### src/rtl/mips_lsu_pkg.sv
// rtl/mips_lsu_pkg.sv - shared types and constants for the mips_lsu load/store unit
package mips_lsu_pkg;

  typedef enum logic [1:0] {
    IDLE    = 2'd0,
    RD_WAIT = 2'd1,
    WRITE   = 2'd2,
    RESP    = 2'd3
  } lsu_state_e;

  typedef enum logic [1:0] {
    SZ_B = 2'd0,
    SZ_H = 2'd1,
    SZ_W = 2'd2,
    SZ_D = 2'd3
  } lsu_size_e;

  typedef logic [7:0] byte_t;

  // Wide enough to index any lane of the widest (8-lane) bus.
  localparam int LANE_IDX_W = 3;

  // Access size in bytes for an encoded req_size.
  function automatic int size_bytes(input logic [1:0] size);
    return 1 << size;
  endfunction

endpackage

### src/rtl/mips_lsu_lane.sv
// rtl/mips_lsu_lane.sv - combinational lane extract/extend and store merge (big-endian lanes)
module mips_lsu_lane
  import mips_lsu_pkg::*;
#(
  parameter int NUM_BYTES = 4,
  localparam int DATA_W = 8 * NUM_BYTES
) (
  input  logic [DATA_W-1:0]     word,
  input  logic [LANE_IDX_W-1:0] offset,
  input  logic [1:0]            size,
  input  logic                  is_signed,
  input  logic [DATA_W-1:0]     wdata,
  output logic [DATA_W-1:0]     rdata,
  output logic [DATA_W-1:0]     merged
);

  // Lane k occupies bits [DATA_W-1-8k -: 8], so lane 0 is the MSB byte.
  int                nbytes;
  int                base;
  logic [DATA_W-1:0] field;
  logic              sign;

  // Extract: shift the addressed lanes down to the LSBs, then sign- or zero-fill above them.
  always_comb begin
    nbytes = size_bytes(size);
    if (nbytes > NUM_BYTES) nbytes = NUM_BYTES;
    base = NUM_BYTES - int'(offset) - nbytes;
    if (base < 0) base = 0;
    field = word >> (8 * base);
    sign  = is_signed && field[8*nbytes-1];
    rdata = '0;
    for (int i = 0; i < NUM_BYTES; i++) begin
      rdata[8*i +: 8] = (i < nbytes) ? field[8*i +: 8] : {8{sign}};
    end
  end

  // Merge: overwrite the addressed lanes with the low bytes of wdata, keep the rest of the word.
  always_comb begin
    merged = word;
    for (int i = 0; i < NUM_BYTES; i++) begin
      if (i >= int'(offset) && i < int'(offset) + nbytes) begin
        merged[DATA_W-1-8*i -: 8] = wdata[8*(int'(offset) + nbytes - 1 - i) +: 8];
      end
    end
  end

endmodule

### src/rtl/mips_lsu.sv
// rtl/mips_lsu.sv - handshaked load/store unit with read-modify-write sub-word stores; LSU_PERF_EN adds perf counters
module mips_lsu
  import mips_lsu_pkg::*;
#(
  parameter int NUM_BYTES   = 4,
  parameter int ADDR_W      = 32,
  parameter int MEM_LATENCY = 1,
  localparam int DATA_W = 8 * NUM_BYTES
) (
  input  logic                    clk,
  input  logic                    rst_b,
  input  logic                    halted,
  input  logic                    req_valid,
  output logic                    req_ready,
  input  logic                    req_write,
  input  logic [1:0]              req_size,
  input  logic                    req_signed,
  input  logic [ADDR_W-1:0]       req_addr,
  input  logic [DATA_W-1:0]       req_wdata,
  output logic                    resp_valid,
  input  logic                    resp_ready,
  output logic [DATA_W-1:0]       resp_rdata,
  output logic                    resp_err,
  output logic [ADDR_W-1:0]       mem_addr,
  input  byte_t [0:NUM_BYTES-1]   mem_data_out,
  output byte_t [0:NUM_BYTES-1]   mem_data_in,
`ifdef LSU_PERF_EN
  output logic [31:0]             perf_loads,
  output logic [31:0]             perf_stores,
  output logic [31:0]             perf_errs,
`endif
  output logic                    mem_write_en
);

  localparam int OFF_W = $clog2(NUM_BYTES);

  lsu_state_e            state_q, state_d;
  logic [2:0]            cnt_q, cnt_d;
  logic                  write_q, write_d;
  logic [1:0]            size_q, size_d;
  logic                  sgn_q, sgn_d;
  logic [LANE_IDX_W-1:0] off_q, off_d;
  logic [DATA_W-1:0]     wdata_q, wdata_d;
  logic [DATA_W-1:0]     rdata_q, rdata_d;
  logic                  err_q, err_d;
  logic [ADDR_W-1:0]     addr_q, addr_d;
  logic [DATA_W-1:0]     memin_q, memin_d;

  logic [DATA_W-1:0]     lane_rdata;
  logic [DATA_W-1:0]     lane_merged;

  int                    req_nbytes;
  logic                  req_bad;
  logic                  req_full;
  logic                  accept;

  mips_lsu_lane #(.NUM_BYTES(NUM_BYTES)) u_lane (
    .word      (mem_data_out),
    .offset    (off_q),
    .size      (size_q),
    .is_signed (sgn_q),
    .wdata     (wdata_q),
    .rdata     (lane_rdata),
    .merged    (lane_merged)
  );

  assign req_ready    = (state_q == IDLE) && !halted;
  assign accept       = req_valid && req_ready;
  assign resp_valid   = (state_q == RESP);
  assign mem_write_en = (state_q == WRITE);
  assign resp_rdata   = rdata_q;
  assign resp_err     = err_q;
  assign mem_addr     = addr_q;
  assign mem_data_in  = memin_q;

  // Classify the incoming request: oversize or misaligned is an error, full-word stores skip the read.
  always_comb begin
    req_nbytes = size_bytes(req_size);
    req_bad    = (req_nbytes > NUM_BYTES) ||
                 ((int'(req_addr[2:0]) & (req_nbytes - 1)) != 0);
    req_full   = (req_nbytes == NUM_BYTES);
  end

  // Next-state and datapath for the IDLE/RD_WAIT/WRITE/RESP sequence.
  always_comb begin
    state_d = state_q;
    cnt_d   = cnt_q;
    write_d = write_q;
    size_d  = size_q;
    sgn_d   = sgn_q;
    off_d   = off_q;
    wdata_d = wdata_q;
    rdata_d = rdata_q;
    err_d   = err_q;
    addr_d  = addr_q;
    memin_d = memin_q;
    case (state_q)
      IDLE: begin
        if (accept) begin
          write_d = req_write;
          size_d  = req_size;
          sgn_d   = req_signed;
          off_d   = LANE_IDX_W'(req_addr[OFF_W-1:0]);
          wdata_d = req_wdata;
          rdata_d = '0;
          err_d   = 1'b0;
          if (req_bad) begin
            err_d   = 1'b1;
            state_d = RESP;
          end else begin
            addr_d = {req_addr[ADDR_W-1:OFF_W], {OFF_W{1'b0}}};
            if (req_write && req_full) begin
              memin_d = req_wdata;
              state_d = WRITE;
            end else begin
              cnt_d   = 3'(MEM_LATENCY);
              state_d = RD_WAIT;
            end
          end
        end
      end
      RD_WAIT: begin
        if (cnt_q != 3'd0) begin
          cnt_d = cnt_q - 3'd1;
        end else if (write_q) begin
          memin_d = lane_merged;
          state_d = WRITE;
        end else begin
          rdata_d = lane_rdata;
          state_d = RESP;
        end
      end
      WRITE: begin
        state_d = RESP;
      end
      RESP: begin
        if (resp_ready) state_d = IDLE;
      end
      default: state_d = IDLE;
    endcase
  end

  // State and datapath registers; reset abandons any access in flight.
  always_ff @(posedge clk or negedge rst_b) begin
    if (!rst_b) begin
      state_q <= IDLE;
      cnt_q   <= '0;
      write_q <= 1'b0;
      size_q  <= '0;
      sgn_q   <= 1'b0;
      off_q   <= '0;
      wdata_q <= '0;
      rdata_q <= '0;
      err_q   <= 1'b0;
      addr_q  <= '0;
      memin_q <= '0;
    end else begin
      state_q <= state_d;
      cnt_q   <= cnt_d;
      write_q <= write_d;
      size_q  <= size_d;
      sgn_q   <= sgn_d;
      off_q   <= off_d;
      wdata_q <= wdata_d;
      rdata_q <= rdata_d;
      err_q   <= err_d;
      addr_q  <= addr_d;
      memin_q <= memin_d;
    end
  end

`ifdef LSU_PERF_EN
  logic [31:0] perf_loads_q, perf_loads_d;
  logic [31:0] perf_stores_q, perf_stores_d;
  logic [31:0] perf_errs_q, perf_errs_d;

  assign perf_loads  = perf_loads_q;
  assign perf_stores = perf_stores_q;
  assign perf_errs   = perf_errs_q;

  // Saturating counters bumped once per completed response, by response kind.
  always_comb begin
    perf_loads_d  = perf_loads_q;
    perf_stores_d = perf_stores_q;
    perf_errs_d   = perf_errs_q;
    if (state_q == RESP && resp_ready) begin
      if (err_q) begin
        if (perf_errs_q != 32'hFFFF_FFFF) perf_errs_d = perf_errs_q + 32'd1;
      end else if (write_q) begin
        if (perf_stores_q != 32'hFFFF_FFFF) perf_stores_d = perf_stores_q + 32'd1;
      end else begin
        if (perf_loads_q != 32'hFFFF_FFFF) perf_loads_d = perf_loads_q + 32'd1;
      end
    end
  end

  // Counter registers.
  always_ff @(posedge clk or negedge rst_b) begin
    if (!rst_b) begin
      perf_loads_q  <= '0;
      perf_stores_q <= '0;
      perf_errs_q   <= '0;
    end else begin
      perf_loads_q  <= perf_loads_d;
      perf_stores_q <= perf_stores_d;
      perf_errs_q   <= perf_errs_d;
    end
  end
`endif

endmodule
### config.mk
export PLATFORM = sky130hd
export DESIGN_NAME = mips_lsu
export DESIGN_NICKNAME = d
export VERILOG_FILES = /design/src/rtl/mips_lsu_pkg.sv /design/src/rtl/mips_lsu_lane.sv /design/src/rtl/mips_lsu.sv
export SDC_FILE = /design/constraint.sdc
export NUM_CORES = 1
export LEC_CHECK = 0
export BUFFER_PORTS_ARGS = -buffer_cell sky130_fd_sc_hd__buf_4
export CELL_PAD_IN_SITES_DETAIL_PLACEMENT = 1
export CELL_PAD_IN_SITES_GLOBAL_PLACEMENT = 2
export CORE_MARGIN = 2
export CORE_UTILIZATION = 30
export CTS_CLUSTER_DIAMETER = 100
export DETAILED_ROUTE_END_ITERATION = 8
export PLACE_DENSITY_LB_ADDON = 0.1
export SYNTH_ARGS = -nofsm -noshare
export SYNTH_HDL_FRONTEND = slang
export SYNTH_HIERARCHICAL = 1
export SYNTH_SLANG_ARGS = --single-unit
### constraint.sdc
create_clock -name clk -period 3.57 [get_ports clk]
set_input_delay 0.714 -clock clk [delete_from_list [all_inputs] [get_ports clk]]
set_output_delay 0.714 -clock clk [all_outputs]
set_load 0.02 [all_outputs]
==> results of run 1 <==
==> final timing paths <==
check	startpoint	end	slack [ns]	cells after the start
min reg2reg	resp_rdata[15]	resp_rdata[15]	0.49	2
max	off_q[1]	resp_rdata[21]	0.007	19
min	rst_b	resp_rdata[4]	0.26	1
min in group clk	resp_rdata[15]	resp_rdata[15]	0.49	2
max in group asynchronous	rst_b	wdata_q[2]	2.48	2
max reg2reg	off_q[1]	resp_rdata[21]	0.007	19
==> cell usage after synthesis, drive strengths merged (3+ instances only) <==
master	instances	area, um2
a21o	17	128
a21oi	95	479
a22o	17	149
a22oi	8	60.1
a31oi	3	18.8
and2	3	18.8
buf	25	144
clkbuf	26	97.6
dfrtp	138	3450
ha	32	400
inv	24	90.1
mux2	86	968
mux2i	58	581
mux4	7	158
nand2	131	492
nand2b	10	62.6
nand3	13	65.1
nand3b	5	41.3
nor2	29	111
nor2b	5	31.3
o211ai	3	27.5
o21ai	75	379
or2	3	18.8
xnor2	5	43.8
==> report_power, final <==
group          internal [mW]  total, mW  switching, mW
Sequential              2.31       2.82          0.505
Clock                   1.07       1.91          0.837
Combinational           3.90       9.08           5.17
Total                   7.29       13.8           6.52
==> layer usage <==
layer,part of all wire (%),track usage [%],routed length [um],up-vias
li1,-,-,-,3511
met1,47,28.8,13900,3597
met2,47,32.7,13800,169
met3,5.7,3.35,1700,14
met4,0.48,3.43,142,0
met5,0,0,0,-
==> layout make-up <==
type / instances / area [um2]
Timing Repair Buffer: 268 / 2040
Inverter: 25 / 95.1
Tap cell: 378 / 473
Clock buffer: 17 / 425
Clock inverter: 15 / 203
Fill cell: 3202 / 16200
Sequential cell: 138 / 3450
Multi-Input combinational cell: 645 / 4760
Antenna cell: 1 / 2.50
==> flip-flops by register name (all words and copies together), names as in the netlist <==
signal and flops:
size_q 2, state_q 2, resp_rdata 32, wdata_q 32, off_q 2, mem_addr 30
mem_data_in 32, write_q 1, sgn_q 1, resp_err 1, cnt_q 3
==> per-stage QoR <==
stage	instances	instance area [um2]
after global placement	1452	10600
after global routing	1486	11400
after floorplan	859	8400
final	1487	11400
after detailed placement	1452	10600
after CTS	1486	11400
==> critical path: cells and delay by family, from the launching register on <==
family	cells	cell delay [ns]
simple gates	3	0.61
compound gates	7	0.97
buf+inv	5	0.57
fa+ha+maj	4	0.95
flops	1	0.37
==> cells by family after synthesis <==
kind of cell / after synthesis / synth area share, %
AND/OR/NAND/NOR: 209 / 11.1
other: 2 / 0.0899
XOR/XNOR: 7 / 0.734
multiplexers: 151 / 20.4
buffers and inverters: 76 / 4.01
adder cells (fa/ha/maj): 34 / 5.27
flip-flops: 138 / 41.3
AO/OA/AOI/OAI: 234 / 17.0
==> cells in the final DEF, fill, tap and decap left out, types with 4 or more instances in the layout <==
| cell | synthesis | final |
|---|---|---|
| inv_1 | 24 | 20 |
| nand2b_1 | 10 | 10 |
| o21ai_1 | 3 | 20 |
| inv_6 | 0 | 4 |
| clkbuf_16 | 0 | 17 |
| dfrtp_1 | 138 | 138 |
| conb_1 | 2 | 10 |
| inv_2 | 0 | 4 |
| nand3b_1 | 4 | 4 |
| mux2_2 | 85 | 85 |
| ha_1 | 32 | 27 |
| nand3_1 | 13 | 12 |
| a22o_1 | 17 | 16 |
| a21oi_1 | 94 | 94 |
| mux4_2 | 7 | 7 |
| nor2b_1 | 5 | 5 |
| o21ai_0 | 71 | 51 |
| a22oi_1 | 8 | 7 |
| nand2_1 | 131 | 128 |
| mux2i_1 | 58 | 58 |
| ha_4 | 0 | 5 |
| nor2_1 | 28 | 28 |
| xnor2_1 | 5 | 4 |
| a21o_1 | 17 | 17 |
| buf_4 | 3 | 264 |
==> timing repair <==
item / 4_1_cts / 5_1_grt
endpoints found under the hold margin: 0 / 0
gates resized for setup: 38 / 12
buffers inserted: 2 / 0
hold buffers: 0 / 0
pin swaps: 11 / 5
endpoints found under the setup margin: 32 / 48
==> reports/metrics.cfg, run 1 <==
[critical_path]
slowest_stage=dfrtp_1
cp.required_ns=3.92
critPathLaunchType=flip-flop
crit_chain=inv_2 -> ha_4 -> ha_4 -> inv_2 -> ha_4 -> a21oi_1 -> o21ai_0 -> ha_1 -> nor4b_2 -> and4_4 -> buf_12 -> o211ai_4 -> a2111oi_4 -> buf_6 -> o211ai_1 -> buf_4 -> o21ai_1 -> nand2_1 -> o21ai_1
path_class=flip-flop to flip-flop
crit_top_cell=ha_4
crit_path_max_incr_delay_ns=0.37
crit_path_max_fanout=8
arrival_ns=3.91
critPathCaptureType=flip-flop

[floorplanning]
pin_count=205
die_x_um=171
die_y_um=171
start_util_pct=30.2
rows=61
coreArea_um2=27600
die_area_um2=29200

[clocking]
tritoncts=built
clkLatencyLatePin_ns=0.42
cts.sink_count=138
htree_levels=4
cts_buffers=17
clkTransAtPathRegs_ns=0.07
cts_root_buf=clkbuf_16
clk_path_buf_depth=2

[pwr]
vdd_ir_drop_max_uv=488
power_density_nw_per_um2=1210
p_leak_nw=5.38
p_total_mw=13.8

[routing]
wl_per_cell_um=19.9
drtIter0Drc=374
wirelength_um=29600
ant_nets=0
drc=0
dr.pass1.iters=4
vias_per_cell=4.90
num_vias=7291

[worst_hold_path]
hp-class=input port to asynchronous set/reset pin

[logic_synthesis]
yosys.cell_types.count=62
synth_edf_count=0
synthArstFlopShare_pct=100
ys_seq_area_share_pct=41.3
synthCells=851
synth.ff_latch_count=138
yosys_warnings=6
ys.flop_type=dfrtp_1
syn_area_per_cell_um2=9.82
syn_area_um2=8350

[final_layout]
fin_util_pct=41.4
drive_gt1_share_pct=39.0
fin_nets=1234
synthToLayoutAreaGrowth_pct=37.1

[global_routing]
grt_pass1_vias=7406
grt_max_degree=70
grt_pass1_wl_um=44700
antenna_found_initial=0
grt_use_total_pct=20.2
grt-ovfl-total=0

[outcome]
status=finished clean

[timing]
tightestPinTransition_ns=1.25
holdWs_ns=0.262
fmaxAchievable_ghz=0.281
drv_slew=0
rsz0062_at_grt=yes
setup_slack_ns=0.00678
fin_crit_ns=3.56
post-route-period-util_pct=99.8
setup_viol=0
tns_ns=0
maxSlewHeadroom_pct=16.6
clock_skew_ns=0.0121
hold_viol=0

[placement]
gp_congestion=0.812
io_buffers=202
hpwl_um=22600
pre_cts_slack_ns=-0.194

[job]
maxCapViolCount=0

(Power assumes the default switching activity.)
==> inputs of run 2 (changes only) <==
--- a/config.mk
+++ b/config.mk
@@ -5,11 +5,12 @@
 export SDC_FILE = /design/constraint.sdc
 export NUM_CORES = 1
 export LEC_CHECK = 0
+export ABC_AREA = 1
 export BUFFER_PORTS_ARGS = -buffer_cell sky130_fd_sc_hd__buf_4
 export CELL_PAD_IN_SITES_DETAIL_PLACEMENT = 1
 export CELL_PAD_IN_SITES_GLOBAL_PLACEMENT = 2
 export CORE_MARGIN = 2
-export CORE_UTILIZATION = 30
+export CORE_UTILIZATION = 27
 export CTS_CLUSTER_DIAMETER = 100
 export DETAILED_ROUTE_END_ITERATION = 8
 export PLACE_DENSITY_LB_ADDON = 0.1
==> run 2 against run 1 <==
Against the previous run:
- register-to-register slack improved by 0.19 ns
- total power increased by 6.2%
- via count increased by 20%
==> reports/metrics.cfg, run 2 <==
[logic_synthesis]
synth_edf_count=0
synthCells=1243
synthTopCellsByArea=dfrtp_1 (40%), nand2_1 (20%), o21ai_0 (7.0%)
syn_area_um2=8730
synth.ff_latch_count=138
yosysMostFrequentCell=nand2_1
synthArstFlopShare_pct=100
syn_area_per_cell_um2=7.03
yosysTopAreaCell=dfrtp_1
synth_common_cells=nand2_1 (470), dfrtp_1 (138), o21ai_0 (122)
ys_seq_area_share_pct=39.5
yosys.cell_types.count=37
yosys_warnings=6
ys.flop_type=dfrtp_1
synth_top_area_share_pct=39.5

[global_routing]
grt_pass1_wl_um=50500
grt_pass1_vias=8823
grt-ovfl-total=0
antenna_found_initial=2
grt_max_degree=74
grt_use_total_pct=19.6

[floorplanning]
die_area_um2=33800
die_x_um=184
pin_count=205
rows=65
start_util_pct=27.5
coreArea_um2=31700
die_y_um=184

[timing]
hold_viol=0
clock_skew_ns=0.00790
tightestPinTransition_ns=1.15
setup_viol=0
fmaxAchievable_ghz=0.296
tns_ns=0
holdWs_ns=0.301
post-route-period-util_pct=94.6
drv_slew=0
fin_crit_ns=3.38
maxSlewHeadroom_pct=23.3

[final_layout]
mostFrequentLayoutCells=nand2_1 (465), buf_4 (257), dfrtp_1 (137)
synthToLayoutAreaGrowth_pct=34.9
drive_gt1_share_pct=24.6
mostFrequentLayoutCell=nand2_1
fin_nets=1603

[routing]
wirelength_um=32700
vias_per_cell=4.65
drtIter0Drc=524
dr.pass1.iters=4
drc=0
ant_nets=0
num_vias=8752
wl_per_cell_um=17.4

[clocking]
cts.sink_count=138
holdBufCountCts=0
cts_root_buf=clkbuf_16
clkLatencyLatePin_ns=0.44
clk_path_buf_depth=2
htree_levels=4
clkTransAtPathRegs_ns=0.06
cts_buffers=17
tritoncts=built

[pwr]
switching_share_pct=52.1
p_leak_nw=6.13
seq_power_share_pct=18.6
power_switching_mw=7.64
p_int_mw=7.02
p_total_mw=14.7
power_density_nw_per_um2=1240
clkPwrFrac_pct=12.4
pwr-share-comb_pct=69.0
vdd_ir_drop_max_uv=554

[critical_path]
path_class=flip-flop to flip-flop
reg2reg_setup_slack_ns=0.19
crit_family=simple AND/OR/NAND/NOR gates
ff2ff_path_depth=23
crit_chain=inv_2 -> ha_2 -> ha_1 -> inv_1 -> ha_4 -> or2_4 -> nand3_4 -> nand2_2 -> ha_2 -> nor2_1 -> nand3_1 -> nor2_2 -> nand3_2 -> nand2_4 -> buf_6 -> nand2_2 -> nand2_1 -> nand3_2 -> nand3_4 -> nand3_4 -> nand2_1 -> nand2_1 -> o21ai_0
regToRegStartpoint=off_q[0]
slowest_stage=dfrtp_1
crit_path_max_incr_delay_ns=0.36
critPathCaptureType=flip-flop
arrival_ns=3.73
critPathLaunchType=flip-flop
critPathBufInv=3
crit_path_max_fanout=8
cp.required_ns=3.92
reg2reg_to=resp_rdata[10]

[worst_hold_path]
hp-class=input port to asynchronous set/reset pin

[outcome]
status=finished clean

[job]
maxCapViolCount=0

[placement]
hpwl_um=25100
io_buffers=202
gp_congestion=0.835

[run 2: cell types whose count changed in the layout (fill, tap and decap cells not counted), moves of 10 or more]
cell,before,now
a21o_1,17,0
a21oi_1,94,12
a22o_1,16,0
inv_1,20,101
mux2_2,85,0
mux2i_1,58,15
nand2_1,128,465
nand2b_1,10,0
nand3_1,12,96
o211ai_1,2,13
o21ai_0,51,107
o21ai_1,20,70
o22ai_1,2,15
[run 2: worst max-delay path by stage]
stage | start | end | cells after the start
detailed placement | off_q[1] | resp_rdata[4] | 21
finish | off_q[0] | resp_rdata[10] | 23
floorplan | size_q[1] | mem_data_in[16] | 19
CTS | off_q[1] | resp_rdata[5] | 22
global placement | off_q[1] | resp_rdata[4] | 21
global route | off_q[0] | resp_rdata[15] | 23
[run 2: cells by family (layout without fill, tap and decap cells)]
| group | count (synthesis) | count (layout) | share of synthesized area [%] |
|---|---|---|---|
| AOI/OAI and AO/OA | 238 | 238 | 14.8 |
| xor gates and xnor gates | 4 | 4 | 0.487 |
| adders and majority gates | 34 | 34 | 5.04 |
| buffers and inverters | 182 | 409 | 8.28 |
| DFF | 138 | 138 | 39.5 |
| muxes | 15 | 15 | 1.72 |
| other | 2 | 10 | 0.0860 |
| and+or+nand+nor | 630 | 631 | 30.1 |
[run 2: what timing repair did]
action                                  CTS  global route
setup buffers                             0            10
gates resized for setup                   5            61
gates cloned                              0             1
pin swaps                                 0            18
endpoints found under the setup margin    4            44
[run 2: per-layer routing]
metal | global-route usage [%] | part of all wire [%]
met1 | 27.9 | 50
met2 | 29.8 | 44
met3 | 4.10 | 4.4
met4 | 5.41 | 1.3
met5 | 0 | 0
[run 2: layout make-up]
| class | instances | area, um2 |
|---|---|---|
| clock inverters | 6 | 85.1 |
| multi-input cells | 930 | 4780 |
| well taps | 402 | 503 |
| diodes | 2 | 5.00 |
| clock buffers | 26 | 509 |
| flip-flops and latches | 138 | 3450 |
| inverters | 114 | 432 |
| repair buffers | 263 | 2010 |
| fillers | 3954 | 19900 |
[run 2: stage by stage]
step / util [%] / setup slack (ns) / area [um2] / instances
after floorplan: - / 0.00295 / 8770 / 1249
after global placement: 34.4 / -0.0973 / 10900 / 1836
after detailed placement: 34.4 / -0.107 / 10900 / 1836
after CTS: 36.3 / -0.00207 / 11500 / 1868
after global routing: 37.1 / -0.00438 / 11800 / 1879
final: 37.2 / 0.192 / 11800 / 1881
[run 2: power groups by stage]
stage	registers, mW	clock network (mW)	logic (mW)
6_report	2.73	1.82	10.1
3_5_place_dp	2.75	0	9.60
3_3_place_gp	2.73	0	9.55
2_1_floorplan	3.19	0	5.66
4_1_cts	2.74	1.88	9.66
5_1_grt	2.82	1.95	11.3
==> inputs of run 3 (changes only) <==
--- a/config.mk
+++ b/config.mk
@@ -7,13 +7,11 @@
 export LEC_CHECK = 0
 export ABC_AREA = 1
 export BUFFER_PORTS_ARGS = -buffer_cell sky130_fd_sc_hd__buf_4
-export CELL_PAD_IN_SITES_DETAIL_PLACEMENT = 1
-export CELL_PAD_IN_SITES_GLOBAL_PLACEMENT = 2
 export CORE_MARGIN = 2
-export CORE_UTILIZATION = 27
+export CORE_UTILIZATION = 50
 export CTS_CLUSTER_DIAMETER = 100
 export DETAILED_ROUTE_END_ITERATION = 8
-export PLACE_DENSITY_LB_ADDON = 0.1
+export PLACE_DENSITY = 0.78
 export SYNTH_ARGS = -nofsm -noshare
 export SYNTH_HDL_FRONTEND = slang
 export SYNTH_HIERARCHICAL = 1
==> run 3 against run 2 <==
Against the previous run:
- global-route usage up 9.4 points
- final area down 3.6%
- fmax down 0.78%
- sequential share of layout area up 1.1 points
- clock-buffer cell count down 3
==> reports/metrics.cfg, run 3 (synthesis gave the netlist of run 2 again) <==
[critical_path]
crit_path_max_fanout=5
ff2ff_path_depth=21
critPathLaunch=off_q[0]
crit_top_cell=nand2_1
crit_family=simple AND/OR/NAND/NOR gates
slowest_stage=o21ai_0
cp.required_ns=3.89
reg2reg_setup_slack_ns=0.17
critPathCaptureType=flip-flop
regToRegStartpoint=off_q[0]
critPathBufInv=3
critPathLaunchType=flip-flop
crit_chain=inv_1 -> ha_1 -> ha_1 -> inv_1 -> ha_4 -> or2_4 -> nand3_2 -> nand2_1 -> ha_1 -> nor2_1 -> nand3_1 -> nor2_1 -> nand3_2 -> nand2_4 -> buf_4 -> nand2_1 -> o21ai_0 -> o21ai_0 -> nand2_1 -> nand2_1 -> o21ai_0
arrival_ns=3.73
endpoint=resp_rdata[5]
reg2reg_to=resp_rdata[5]
path_depth=21
path_class=flip-flop to flip-flop
crit_path_max_incr_delay_ns=0.40

[routing]
vias_per_cell=5.32
ant_nets=0
wirelength_um=26700
dr.pass1.iters=7
num_vias=8971
wl_per_cell_um=15.8
drtIter0Drc=814
drc=0

[worst_hold_path]
hp-class=input port to asynchronous set/reset pin

[final_layout]
diodes=0
mostFrequentLayoutCells=nand2_1 (468), buf_4 (245), dfrtp_1 (138)
synthToLayoutAreaGrowth_pct=30.1
mostFrequentLayoutCell=nand2_1
fin_nets=1588
drive_gt1_share_pct=22.3

[floorplanning]
die_x_um=136
pin_count=205
start_util_pct=50.9
rows=48
coreArea_um2=17200
die_y_um=136
die_area_um2=18500

[clocking]
cts_root_buf=clkbuf_16
clk_path_buf_depth=2
clkLatencyLatePin_ns=0.43
tritoncts=built
clkTransAtPathRegs_ns=0.06
cts.sink_count=138
cts_buffers=17
htree_levels=4

[global_routing]
grt_use_total_pct=28.9
grt-ovfl-total=0
antenna_found_initial=0
grt_max_degree=98
grt_pass1_vias=8081
grt_pass1_wl_um=41700

[timing]
setup_slack_ns=0.166
fin_crit_ns=3.40
clock_skew_ns=0.00954
tightestPinTransition_ns=0.995
maxSlewHeadroom_pct=33.5
hold_viol=0
drv_slew=0
fmaxAchievable_ghz=0.294
setup_viol=0
post-route-period-util_pct=95.4

[placement]
io_buffers=202
gp_congestion=0.964
hpwl_um=20100
pre_cts_slack_ns=0.0763

[job]
maxCapViolCount=0

[outcome]
status=finished clean

## run 3: changes by cell type in the layout (fill, tap and decap cells not counted), moves of 3 or more
cell     change
nand2_1      +3
nand2_2      -4
o21ai_2      -6
buf_4       -12
inv_1        +4
o21ai_0      +7
nor2_1       +7
nor2_4       -6
## run 3: final cells by class
cell class              count  area, um2
clock buffers              23        478
repair buffers            249       1890
flip-flops and latches    138       3450
clock inverters             9        161
fillers                  1577       5810
multi-input cells         929       4670
well taps                 225        282
inverters                 114        428
## run 3: stage by stage
| stage | instance area [um2] | hold slack (ns) | std cells | util [%] | TNS, ns |
|---|---|---|---|---|---|
| after floorplan | 8770 | 0.418 | 1249 | - | 0 |
| after global placement | 10600 | 0.456 | 1650 | 61.8 | 0 |
| after detailed placement | 10600 | 0.460 | 1650 | 61.8 | 0 |
| after CTS | 11200 | 0.364 | 1682 | 65.5 | 0 |
| after global routing | 11400 | 0.394 | 1687 | 66.1 | -1.07 |
| final | 11400 | 0.323 | 1687 | 66.1 | 0 |
## run 3: worst min-delay path by stage
stage                           start              end  slack, ns  cells past startpoint
after detailed placement  mem_addr[6]      mem_addr[6]       0.46                      2
after global routing            rst_b  mem_data_in[20]       0.39                      1
after floorplan                 rst_b         cnt_q[0]       0.42                      0
after global placement    mem_addr[6]      mem_addr[6]       0.46                      2
after CTS                       rst_b  mem_data_in[20]       0.36                      1
final                           rst_b  mem_data_in[21]       0.32                      1
## run 3: metal layers
| metal | track usage (%) | wire [um] |
|---|---|---|
| met1 | 40.1 | 11800 |
| met2 | 45.1 | 12100 |
| met3 | 6.15 | 2130 |
| met4 | 9.72 | 627 |
| met5 | 0 | 0 |
## run 3: what timing repair did
action,in CTS,in global routing
resized for setup,0,26
hold buffers,0,0
setup endpoints to repair,0,55
buffers inserted,0,5
Power of run 3 is not shown: default switching activity piles up to over one toggle a cycle in this logic, so the estimate is an artifact.
